File: src/rtl/defuzz_sequencer.sv
// rtl/defuzz_sequencer.sv - sequential centroid defuzzifier (shared MAC, restoring divider)
module defuzz_sequencer #(
    parameter int W       = 8,
    parameter int C_NL    = 0,
    parameter int C_NS    = 64,
    parameter int C_Z     = 128,
    parameter int C_PS    = 192,
    parameter int C_PL    = 255,
    parameter int DEFAULT = 128
) (
    input  logic         clk,
    input  logic         rst_n,
    input  logic         in_valid,
    output logic         in_ready,
    input  logic [W-1:0] fuzzy_nl,
    input  logic [W-1:0] fuzzy_ns,
    input  logic [W-1:0] fuzzy_z,
    input  logic [W-1:0] fuzzy_ps,
    input  logic [W-1:0] fuzzy_pl,
    output logic         out_valid,
    input  logic         out_ready,
    output logic [W-1:0] crisp_data,
    output logic         zero_div,
    output logic         busy
);
    localparam int ACC_W = 2*W + 3;
    localparam int SUM_W = W + 3;
    localparam int CNT_W = $clog2(ACC_W);

    typedef enum logic [1:0] {S_IDLE, S_MAC, S_DIV, S_DONE} state_t;

    state_t             state_q, state_d;
    logic [W-1:0]       g_q [5];
    logic [ACC_W-1:0]   acc_q, acc_d;
    logic [SUM_W-1:0]   sum_q, sum_d;
    logic [SUM_W-1:0]   rem_q, rem_d;
    logic [2:0]         idx_q, idx_d;
    logic [CNT_W-1:0]   bit_q, bit_d;
    logic [W-1:0]       crisp_q, crisp_d;
    logic               zdiv_q, zdiv_d;

    logic [W-1:0]       g_sel, c_sel;
    logic [2*W-1:0]     prod;
    logic [ACC_W-1:0]   acc_mac, acc_div;
    logic [SUM_W-1:0]   sum_mac, rem_div;
    logic [SUM_W:0]     rem_sh, rem_sub;
    logic               q_bit;

    // One multiplier and one subtractor, shared across all five sets / all quotient bits.
    always_comb begin
        g_sel = '0;
        c_sel = '0;
        case (idx_q)
            3'd0: begin g_sel = g_q[0]; c_sel = W'(C_NL); end
            3'd1: begin g_sel = g_q[1]; c_sel = W'(C_NS); end
            3'd2: begin g_sel = g_q[2]; c_sel = W'(C_Z);  end
            3'd3: begin g_sel = g_q[3]; c_sel = W'(C_PS); end
            3'd4: begin g_sel = g_q[4]; c_sel = W'(C_PL); end
            default: ;
        endcase
        prod    = {{W{1'b0}}, g_sel} * {{W{1'b0}}, c_sel};
        acc_mac = acc_q + {3'b000, prod};
        sum_mac = sum_q + {3'b000, g_sel};
        rem_sh  = {rem_q, acc_q[ACC_W-1]};
        rem_sub = rem_sh - {1'b0, sum_q};
        q_bit   = (rem_sh >= {1'b0, sum_q});
        rem_div = q_bit ? rem_sub[SUM_W-1:0] : rem_sh[SUM_W-1:0];
        // Dividend bits shift out the top while quotient bits shift in at the bottom.
        acc_div = {acc_q[ACC_W-2:0], q_bit};
    end

    always_ff @(posedge clk or negedge rst_n) begin
        if (!rst_n) begin
            state_q <= S_IDLE;
            for (int i = 0; i < 5; i++) g_q[i] <= '0;
            acc_q   <= '0;
            sum_q   <= '0;
            rem_q   <= '0;
            idx_q   <= '0;
            bit_q   <= '0;
            crisp_q <= '0;
            zdiv_q  <= 1'b0;
        end else begin
            state_q <= state_d;
            if (state_q == S_IDLE && in_valid) begin
                g_q[0] <= fuzzy_nl;
                g_q[1] <= fuzzy_ns;
                g_q[2] <= fuzzy_z;
                g_q[3] <= fuzzy_ps;
                g_q[4] <= fuzzy_pl;
            end
            acc_q   <= acc_d;
            sum_q   <= sum_d;
            rem_q   <= rem_d;
            idx_q   <= idx_d;
            bit_q   <= bit_d;
            crisp_q <= crisp_d;
            zdiv_q  <= zdiv_d;
        end
    end

    always_comb begin
        state_d = state_q;
        case (state_q)
            S_IDLE: if (in_valid) state_d = S_MAC;
            S_MAC:  if (idx_q == 3'd4) state_d = (sum_mac == '0) ? S_DONE : S_DIV;
            S_DIV:  if (bit_q == CNT_W'(ACC_W-1)) state_d = S_DONE;
            S_DONE: if (out_ready) state_d = S_IDLE;
            default: state_d = S_IDLE;
        endcase
    end

    always_comb begin
        acc_d   = acc_q;
        sum_d   = sum_q;
        rem_d   = rem_q;
        idx_d   = idx_q;
        bit_d   = bit_q;
        crisp_d = crisp_q;
        zdiv_d  = zdiv_q;
        case (state_q)
            S_IDLE: if (in_valid) begin
                acc_d = '0;
                sum_d = '0;
                idx_d = '0;
            end
            S_MAC: begin
                acc_d = acc_mac;
                sum_d = sum_mac;
                idx_d = idx_q + 3'd1;
                rem_d = '0;
                bit_d = '0;
                if (idx_q == 3'd4 && sum_mac == '0) begin
                    crisp_d = W'(DEFAULT);
                    zdiv_d  = 1'b1;
                end
            end
            S_DIV: begin
                acc_d = acc_div;
                rem_d = rem_div;
                bit_d = bit_q + CNT_W'(1);
                if (bit_q == CNT_W'(ACC_W-1)) begin
                    crisp_d = acc_div[W-1:0];
                    zdiv_d  = 1'b0;
                end
            end
            default: ;
        endcase
    end

    always_comb begin
        in_ready   = (state_q == S_IDLE);
        out_valid  = (state_q == S_DONE);
        busy       = (state_q == S_MAC) || (state_q == S_DIV);
        crisp_data = crisp_q;
        zero_div   = zdiv_q;
    end
endmodule

File: config.mk
export PLATFORM = sky130hd
export DESIGN_NAME = defuzz_sequencer
export DESIGN_NICKNAME = d
export VERILOG_FILES = /design/src/rtl/defuzz_sequencer.sv
export SDC_FILE = /design/constraint.sdc
export NUM_CORES = 1
export LEC_CHECK = 0
export CAP_MARGIN = 20
export CORE_UTILIZATION = 61
export CTS_CLUSTER_DIAMETER = 200
export DETAILED_ROUTE_END_ITERATION = 8
export GPL_TIMING_DRIVEN = 0
export PLACE_DENSITY_LB_ADDON = 0.15
export SYNTH_ARGS = -nofsm -noshare
export SYNTH_HDL_FRONTEND = slang
export SYNTH_SLANG_ARGS = --single-unit
File: constraint.sdc
create_clock -name clk -period 8.78 [get_ports clk]
set_clock_uncertainty 0.15 [all_clocks]
set_input_delay 2.634 -clock clk [delete_from_list [all_inputs] [get_ports clk]]
set_output_delay 2.634 -clock clk [all_outputs]
set_load 0.1 [all_outputs]
; Word level (Yosys, flattened, before mapping)
; Cells that the tools add are included.
[totals]
regBits = 100
wordCells = 69
inputBits = 44
output_inout_bits = 12
[op_classes]
mul = 1
add_sub_neg = 5
magnitude_cmp = 1
eq_ne = 13
mux = 23
n_reduce_logical = 13
[ops]
columns = operator, count
row1 = 19-bit one-hot mux with 3 select lines, 1
row2 = 11-bit one-hot mux with 2 select lines, 2
row3 = 8-bit one-hot mux with 5 select lines, 1
row4 = 8-bit one-hot mux with 4 select lines, 1
row5 = 11-bit 2-to-1 mux, 2
row6 = 19-bit by 16-bit adder with 19-bit output, 1
row7 = 19-bit 2-to-1 mux, 1
row8 = 8-bit by 8-bit multiplier with 16-bit output, 1
row9 = 8-bit 2-to-1 mux, 2
row10 = 8-bit one-hot mux with 2 select lines, 1
row11 = 12-bit by 11-bit >= comparator with 1-bit output, 1
row12 = 11-bit by 8-bit adder with 11-bit output, 1
row13 = 11-bit zero test, 1
row14 = 11-bit subtractor, 1
row15 = 5-bit one-hot mux with 2 select lines, 1
row16 = 2-bit 2-to-1 mux, 4
row17 = 2-bit inequality test (second input constant), 4
row18 = 2-bit one-hot mux with 4 select lines, 1
row19 = 3-bit by 2-bit equality test with 1-bit output (second input constant), 2
row20 = 3-bit one-hot mux with 2 select lines, 1
row21 = 5-bit by 1-bit adder with 5-bit output (second input constant), 1
row22 = 5-bit equality test (second input constant), 1
row23 = 2-bit equality test (second input constant), 2
row24 = 2-bit AND reduction, 2
row25 = 16 further kinds, 20

; Depth between registers and ports, before layout
; Gate-level depths: netlist of run 1.
[logic_depth]
depth_word = 7
mapped_depth = 27
depth_no_buf = 24

; Least setup slack after synthesis of run 1
; Ideal clock, no wire load.
[synth_path]
kind = register to register
startpoint = register idx_q[2]
endpoint = register acc_q[18]
t_arrival_ns = 5.801
setup_ns = 0.139
t_required_ns = 8.491
path_stages_with_launch = 25
period_less_slack_ns = 6.090
path_buffers = 2
slack_ns = 2.690
path_cell_list = dfrtp_1 -> clkbuf_1 -> inv_1 -> ha_1 -> clkbuf_1 -> a222oi_1 -> o21ai_0 -> nand2_1 -> inv_1 -> fa_1 -> inv_1 -> fa_1 -> inv_1 -> fa_1 -> inv_1 -> fa_1 -> inv_1 -> ha_1 -> a21oi_1 -> o211ai_1 -> a2111oi_1 -> o21ai_0 -> a31oi_1 -> xnor2_1 -> o221ai_1
[synth_between]
elab_chain_cells = 5
elab_cells_between_ends = 10
cone_classes = add/sub (1) / mul (1) / eq/ne (4) / mux (3) / reduce/logical (1)
[synth_lines]
columns = item, line
row1 = "start, declared", 37  ; logic [2:0] idx_q, idx_d;
row2 = "start signal, assigned", 95  ; idx_q <= idx_d;
row3 = "3-bit equality test, or another cell as far along", 53  ; case (idx_q)
row4 = 8-bit one-hot mux with 5 select lines / 8-bit one-hot mux with 4 select lines (equally long branches), 53
row5 = 8-bit by 8-bit multiplier with 16-bit output *, 61  ; prod = {{W{1'b0}}, g_sel} * {{W{1'b0}}, c_sel};
row6 = 19-bit by 16-bit adder with 19-bit output *, 62  ; acc_mac = acc_q + {3'b000, prod};
row7 = 19-bit one-hot mux with 3 select lines *, 121  ; case (state_q)
row8 = "end signal, assigned", 76  ; acc_q <= '0;
row9 = "end signal, assigned", 92  ; acc_q <= acc_d;
row10 = "end, declared", 34  ; logic [ACC_W-1:0] acc_q, acc_d;
; Every way passes the cells marked *; elsewhere a longest branch is shown, timed or not.
; A chain may end at the register's enable or synchronous reset.

; Final worst setup path of run 1
; Ends and elaborated chain as after synthesis.

==> qor.csv, run 1 <==
metric;value;unit
dpl_cell_area;8921;sq um
synth_top_area_share;30.78;%
route.detailed.wl_per_inst;18.49;microns
slew_viol_final;0;
finalNetCount;1074;
diodes;0;
fin_tns_setup;0;ns
dieWidth;117.5;microns
ys_warn_count;0;
r2r-end;acc_q[18];
rsz0062_at_grt;false;
routabilityCongestion;0.8815;
viasPerCell;6.120;
grt_pass1_vias;6952;
r2r_cells;24;
avgSynthCellArea;9.690;sq um
critPathKind;flop to flop;
seq_area;2502;sq um
ys_ff_latch;100;
drtPass1Iterations;6;
synth_top_family_by_area;adder cells;
postSynthCellCount;839;
synth_compound_area_share;17.93;%
synth_mux_area_share;7.433;%
ys_seq_area_share;30.78;%
synthTopCellsByCount;inv_1, dfrtp_1, nand2_1;
synthAdderAreaFrac;23.88;%
worstPathArrival;7.90;ns
io_buffers;55;
start_util;63.40;%
ys.flop_type;dfrtp_1;
max-cap-violations;0;
drive_gt1_share;8.562;%
wirelength_met1;8220;microns
async_flop_share;100.0;%
vias;6628;
yosys.area_share.xor_xnor;2.155;%
die_h;117.5;microns
drt-total-wl;20030;microns
worst_pin_slew;0.9687;ns
yosysMostFrequentCell;inv_1;
period_needed;7.831;ns
grt_overflow_total;0;
hold_viol_final;0;
dp.final_hpwl;15590;microns
cts_setup_buffers;0;
cp_max_fo;10;
antenna_found_initial;0;
io_pins;56;
synthSimpleGateAreaFrac;10.03;%
postCtsResizedCells;0;
grt_pass1_wl;34200;microns
wl_met3;1329;microns
critPathLaunchType;flop;
holdWs;0.3516;ns
status;completed;
wl_met2;9892;microns
fin_util;71.86;%
cp-endpoint;acc_q[18];
endpoint_kind;flop;
core;12820;sq um
area_growth;13.36;%
clock-sinks;100;
synth.distinct_cells;67;
drtAntennaViolNets;0;
clk_latency;0.36;ns
hold_class;flop to flop;
numCtsBuffers;9;
cp-startpoint;idx_q[2];
die-area;13790;sq um
worstReg2RegStart;idx_q[2];
clk_pin_slew_worst_paths;0.08;ns
relSlewSlack;35.22;%
cts_htree_levels;3;
synth_fp_nets;1007;
synth_edf_count;0;
fmax;127.7;MHz
grt.total_usage;31.26;%
synthTopCellsByArea;dfrtp_1, fa_1, ha_1;
cts_buffer_depth;2;
root_buffer;clkbuf_16;
multi_input_area;4995;sq um
cts.hold.buffers_added;0;
final_cell_area;9216;sq um
synth_area;8130;sq um
drt_iter0_markers;521;
fillers;959;
r2r_slack;0.95;ns
rows;41;
cts_tree;built;
drc;0;
post-route-period-util;89.19;%
setup_viol;0;
routed.top_layer;met4;
grt_start_max_net_pins;61;
yosysTopAreaCell;dfrtp_1;
cp_data_required_time;8.85;ns
## placed cells by master (no fill, tap or decap), types with 4 or more instances in the layout
cell type	synthesis	routed
a222oi_1	5	5
a211oi_1	7	7
nand2_1	73	73
xor2_1	6	6
a21oi_1	27	27
nor2b_1	7	7
nor3_1	13	13
clkbuf_1	22	22
dfrtp_1	100	100
clkbuf_16	0	9
fa_1	52	52
xnor2_1	14	14
o2bb2ai_1	8	8
o22ai_2	6	6
a22o_1	13	13
nand2b_1	8	8
o211ai_1	6	6
and3_1	7	7
ha_1	72	72
clkdlybuf4s50_1	0	54
nor2_1	33	33
a22oi_1	13	13
nand3_1	18	18
o21a_1	5	5
o21ai_0	46	46
o31ai_1	7	7
mux2i_1	12	12
a21o_1	6	6
o31a_1	6	6
inv_1	138	138
mux2_2	43	43
o21bai_1	4	4
## kinds of logic after synthesis
kind of cell               after synthesis
muxes                                   55
AOI/OAI and AO/OA                      197
xor gates and xnor gates                20
adders and majority gates              124
and+or+nand+nor                        177
DFF                                    100
buffers and inverters                  166
## metal layers
layer  vias to the layer above  track usage (%)
li1                       3031                -
met1                      3291            39.90
met2                       257            52.77
met3                        49            5.862
met4                         0            11.94
met5                         -                0
## worst min-delay path by stage
stage	from	to	slack (ns)	cells after the start
floorplan	rem_q[10]	rem_q[10]	0.31	1
global placement	rem_q[10]	rem_q[10]	0.32	1
finish	rem_q[10]	rem_q[10]	0.35	1
global route	rem_q[10]	rem_q[10]	0.37	1
CTS	rem_q[10]	rem_q[10]	0.36	1
detailed placement	rem_q[10]	rem_q[10]	0.34	1
## per-stage QoR
| stage | instances | worst slack (ns) |
|---|---|---|
| after global routing | 1083 | 0.5820 |
| final | 1083 | 0.9490 |
| after detailed placement | 1067 | 1.184 |
| after global placement | 1066 | 1.126 |
| after floorplan | 839 | 2.690 |
| after CTS | 1083 | 1.087 |
## final cells by class
| type | instances | share of cell area, % |
|---|---|---|
| inverters | 139 | 5.661 |
| multi-input cells | 573 | 54.19 |
| clock inverters | 7 | 0.7602 |
| well taps | 172 | 2.335 |
| flip-flops and latches | 100 | 27.15 |
| repair buffers | 56 | 6.245 |
| plain buffers | 27 | 1.208 |
| clock buffers | 9 | 2.444 |
## registers in the layout (all words and copies together) (netlist names)
signal      cells
state_q         2
g_q            40
idx_q           3
acc_q          19
sum_q          11
zero_div        1
bit_q           5
crisp_data      8
rem_q          11
## critical path, cell delays in order (launching register included)
cell and delay [ns]:
dfrtp_1 0.47, clkbuf_1 0.42, inv_1 0.20, ha_1 0.27, clkbuf_1 0.26, a222oi_1 0.41
o21ai_0 0.40, nand2_1 0.31, inv_1 0.19, fa_1 0.55, inv_1 0.06, fa_1 0.53
inv_1 0.06, fa_1 0.58, inv_1 0.08, fa_1 0.53, inv_1 0.04, ha_1 0.20
a21oi_1 0.25, o211ai_1 0.25, a2111oi_1 0.68, o21ai_0 0.24, a31oi_1 0.29, xnor2_1 0.17
o221ai_1 0.12
Power of run 1 is not shown: default switching activity piles up to over one toggle a cycle in this logic, so the estimate is an artifact.
==> run 2, diff against run 1 <==
--- a/config.mk
+++ b/config.mk
@@ -7,9 +7,11 @@
 export LEC_CHECK = 0
 export CAP_MARGIN = 20
 export CORE_UTILIZATION = 61
+export CTS_BUF_LIST = sky130_fd_sc_hd__clkbuf_16
 export CTS_CLUSTER_DIAMETER = 200
 export DETAILED_ROUTE_END_ITERATION = 8
 export GPL_TIMING_DRIVEN = 0
+export MAX_ROUTING_LAYER = met4
 export PLACE_DENSITY_LB_ADDON = 0.15
 export SYNTH_ARGS = -nofsm -noshare
 export SYNTH_HDL_FRONTEND = slang
==> qor.csv, run 2 (same netlist as run 1, synthesis figures left out) <==
metric;value;unit
fillers;985;
cp_data_required_time;8.84;ns
dp.final_hpwl;15380;microns
rows;41;
relSlewSlack;35.40;%
endpoint_kind;flop;
rsz0062_at_grt;false;
peakVddDrop;219.4;uV
grt_pass1_wl;33780;microns
largest_reg_flops;40;
reg.largest.list;g_q (40), acc_q (19);
regMostFlops;g_q;
worstReg2RegStart;idx_q[2];
leakage;4.408;nW
die-area;13790;sq um
final_cell_area;9210;sq um
final_common_cell;inv_1;
r2r_cells;24;
route.detailed.wl_per_inst;18.12;microns
antenna_found_initial;0;
root_buffer;clkbuf_16;
io_pins;56;
power_density;424.5;nW/um^2
hold_class;flop to flop;
cts_tree;built;
power_frac_comb;70.6;%
cts.hold.buffers_added;0;
drt_iter0_markers;544;
area_growth;13.28;%
min_path_cells;1;
max-cap-violations;0;
min_from;rem_q[10];
dpl_cell_area;8921;sq um
most-common-layout-cells;inv_1, dfrtp_1, nand2_1, ha_1, clkdlybuf4s50_1;
grt_pass1_vias;6782;
holdWs;0.3488;ns
post-route-period-util;87.71;%
r2r_slack;1.08;ns
vias;6541;
cts_buffer_depth;2;
postCtsResizedCells;0;
drt-total-wl;19620;microns
drc;0;
intPower;1.893;mW
pwr-share-seq;19.2;%
grt_start_max_net_pins;61;
p_sw;2.017;mW
die_h;117.5;microns
multi_input_area;4995;sq um
diodes;0;
status;completed;
critPathKind;flop to flop;
critPathLaunchType;flop;
clk_pin_slew_worst_paths;0.08;ns
slew_viol_final;0;
fmax;129.9;MHz
routabilityCongestion;0.9040;
dp_slack;1.236;ns
core;12820;sq um
worst_pin_slew;0.9660;ns
numCtsBuffers;9;
seq_area;2502;sq um
r2r-end;acc_q[18];
drtPass1Iterations;5;
cp_max_fo;10;
worstPathArrival;7.76;ns
dieWidth;117.5;microns
cts_setup_buffers;0;
hold_viol_final;0;
pwr-share-clk;10.2;%
viasPerCell;6.040;
fin_tns_setup;0;ns
drtAntennaViolNets;0;
io_buffers;55;
setup_viol;0;
clk_latency;0.36;ns
clock-sinks;100;
drive_gt1_share;8.562;%
start_util;63.40;%
grt.total_usage;31.82;%
min_to;rem_q[10];
fin_total_pwr;3.910;mW
p_sw_share;51.60;%
grt_overflow_total;0;
period_needed;7.701;ns
finalWorstSetupSlack;1.079;ns
finalNetCount;1074;
cts_htree_levels;3;
[run 2: changes by cell type in the layout (fill, tap and decap cells not counted)]
| cell | before | now |
|---|---|---|
| clkinv_2 | 1 | 0 |
| inv_8 | 2 | 1 |
| inv_6 | 1 | 4 |
| clkinv_8 | 1 | 0 |
[run 2: stage by stage]
step                      instances  utilization (%)
after floorplan                 839                -
final                          1083            71.81
after global routing           1083            71.81
after global placement         1066            69.37
after detailed placement       1067            69.56
after CTS                      1083            71.81
[run 2: how the worst max path moves through the flow]
| stage | start | depth (start not counted) | end | slack (ns) |
|---|---|---|---|---|
| final | idx_q[2] | 24 | acc_q[18] | 1.08 |
| after detailed placement | idx_q[2] | 24 | acc_q[18] | 1.24 |
| after global placement | rst_n | 1 | acc_q[7] | 1.12 |
| after CTS | idx_q[2] | 24 | acc_q[18] | 1.20 |
| after floorplan | idx_q[2] | 24 | acc_q[18] | 2.69 |
| after global routing | idx_q[2] | 24 | acc_q[18] | 0.55 |
[run 2: cell type report]
type / count / share of cell area, %
multi-input combinational: 573 / 54.23
sequential: 100 / 27.17
timing repair buffer: 56 / 6.249
inverter: 139 / 5.665
clock buffer: 9 / 2.445
tap: 172 / 2.337
buffer: 27 / 1.209
clock inverter: 7 / 0.6928
[run 2: per-layer routing]
metal | GRT usage, % | share of wire [%] | up-vias
met5 | - | 0 | -
met3 | 4.748 | 5.1 | 31
met4 | 9.054 | 1.9 | 0
li1 | - | - | 3032
met1 | 39.86 | 42 | 3271
met2 | 53.74 | 51 | 207
[run 2: critical path: stages, from the launching register on]
cell and delay [ns]:
dfrtp_1 0.45, clkbuf_1 0.40, inv_1 0.21, ha_1 0.27, clkbuf_1 0.27, a222oi_1 0.40, o21ai_0 0.37, nand2_1 0.30
inv_1 0.19, fa_1 0.53, inv_1 0.06, fa_1 0.54, inv_1 0.06, fa_1 0.54, inv_1 0.06, fa_1 0.54
inv_1 0.04, ha_1 0.20, a21oi_1 0.25, o211ai_1 0.25, a2111oi_1 0.69, o21ai_0 0.23, a31oi_1 0.26, xnor2_1 0.14
o221ai_1 0.13
[run 2: power by group through the flow]
stage / clock network [mW] / registers (mW) / logic (mW)
5_1_grt: 0.422 / 0.771 / 3.08
2_1_floorplan: 0 / 0.728 / 2.08
4_1_cts: 0.403 / 0.746 / 2.75
3_5_place_dp: 0 / 0.754 / 2.73
3_3_place_gp: 0 / 0.742 / 2.62
6_report: 0.399 / 0.750 / 2.76
(Power assumes the default switching activity.)
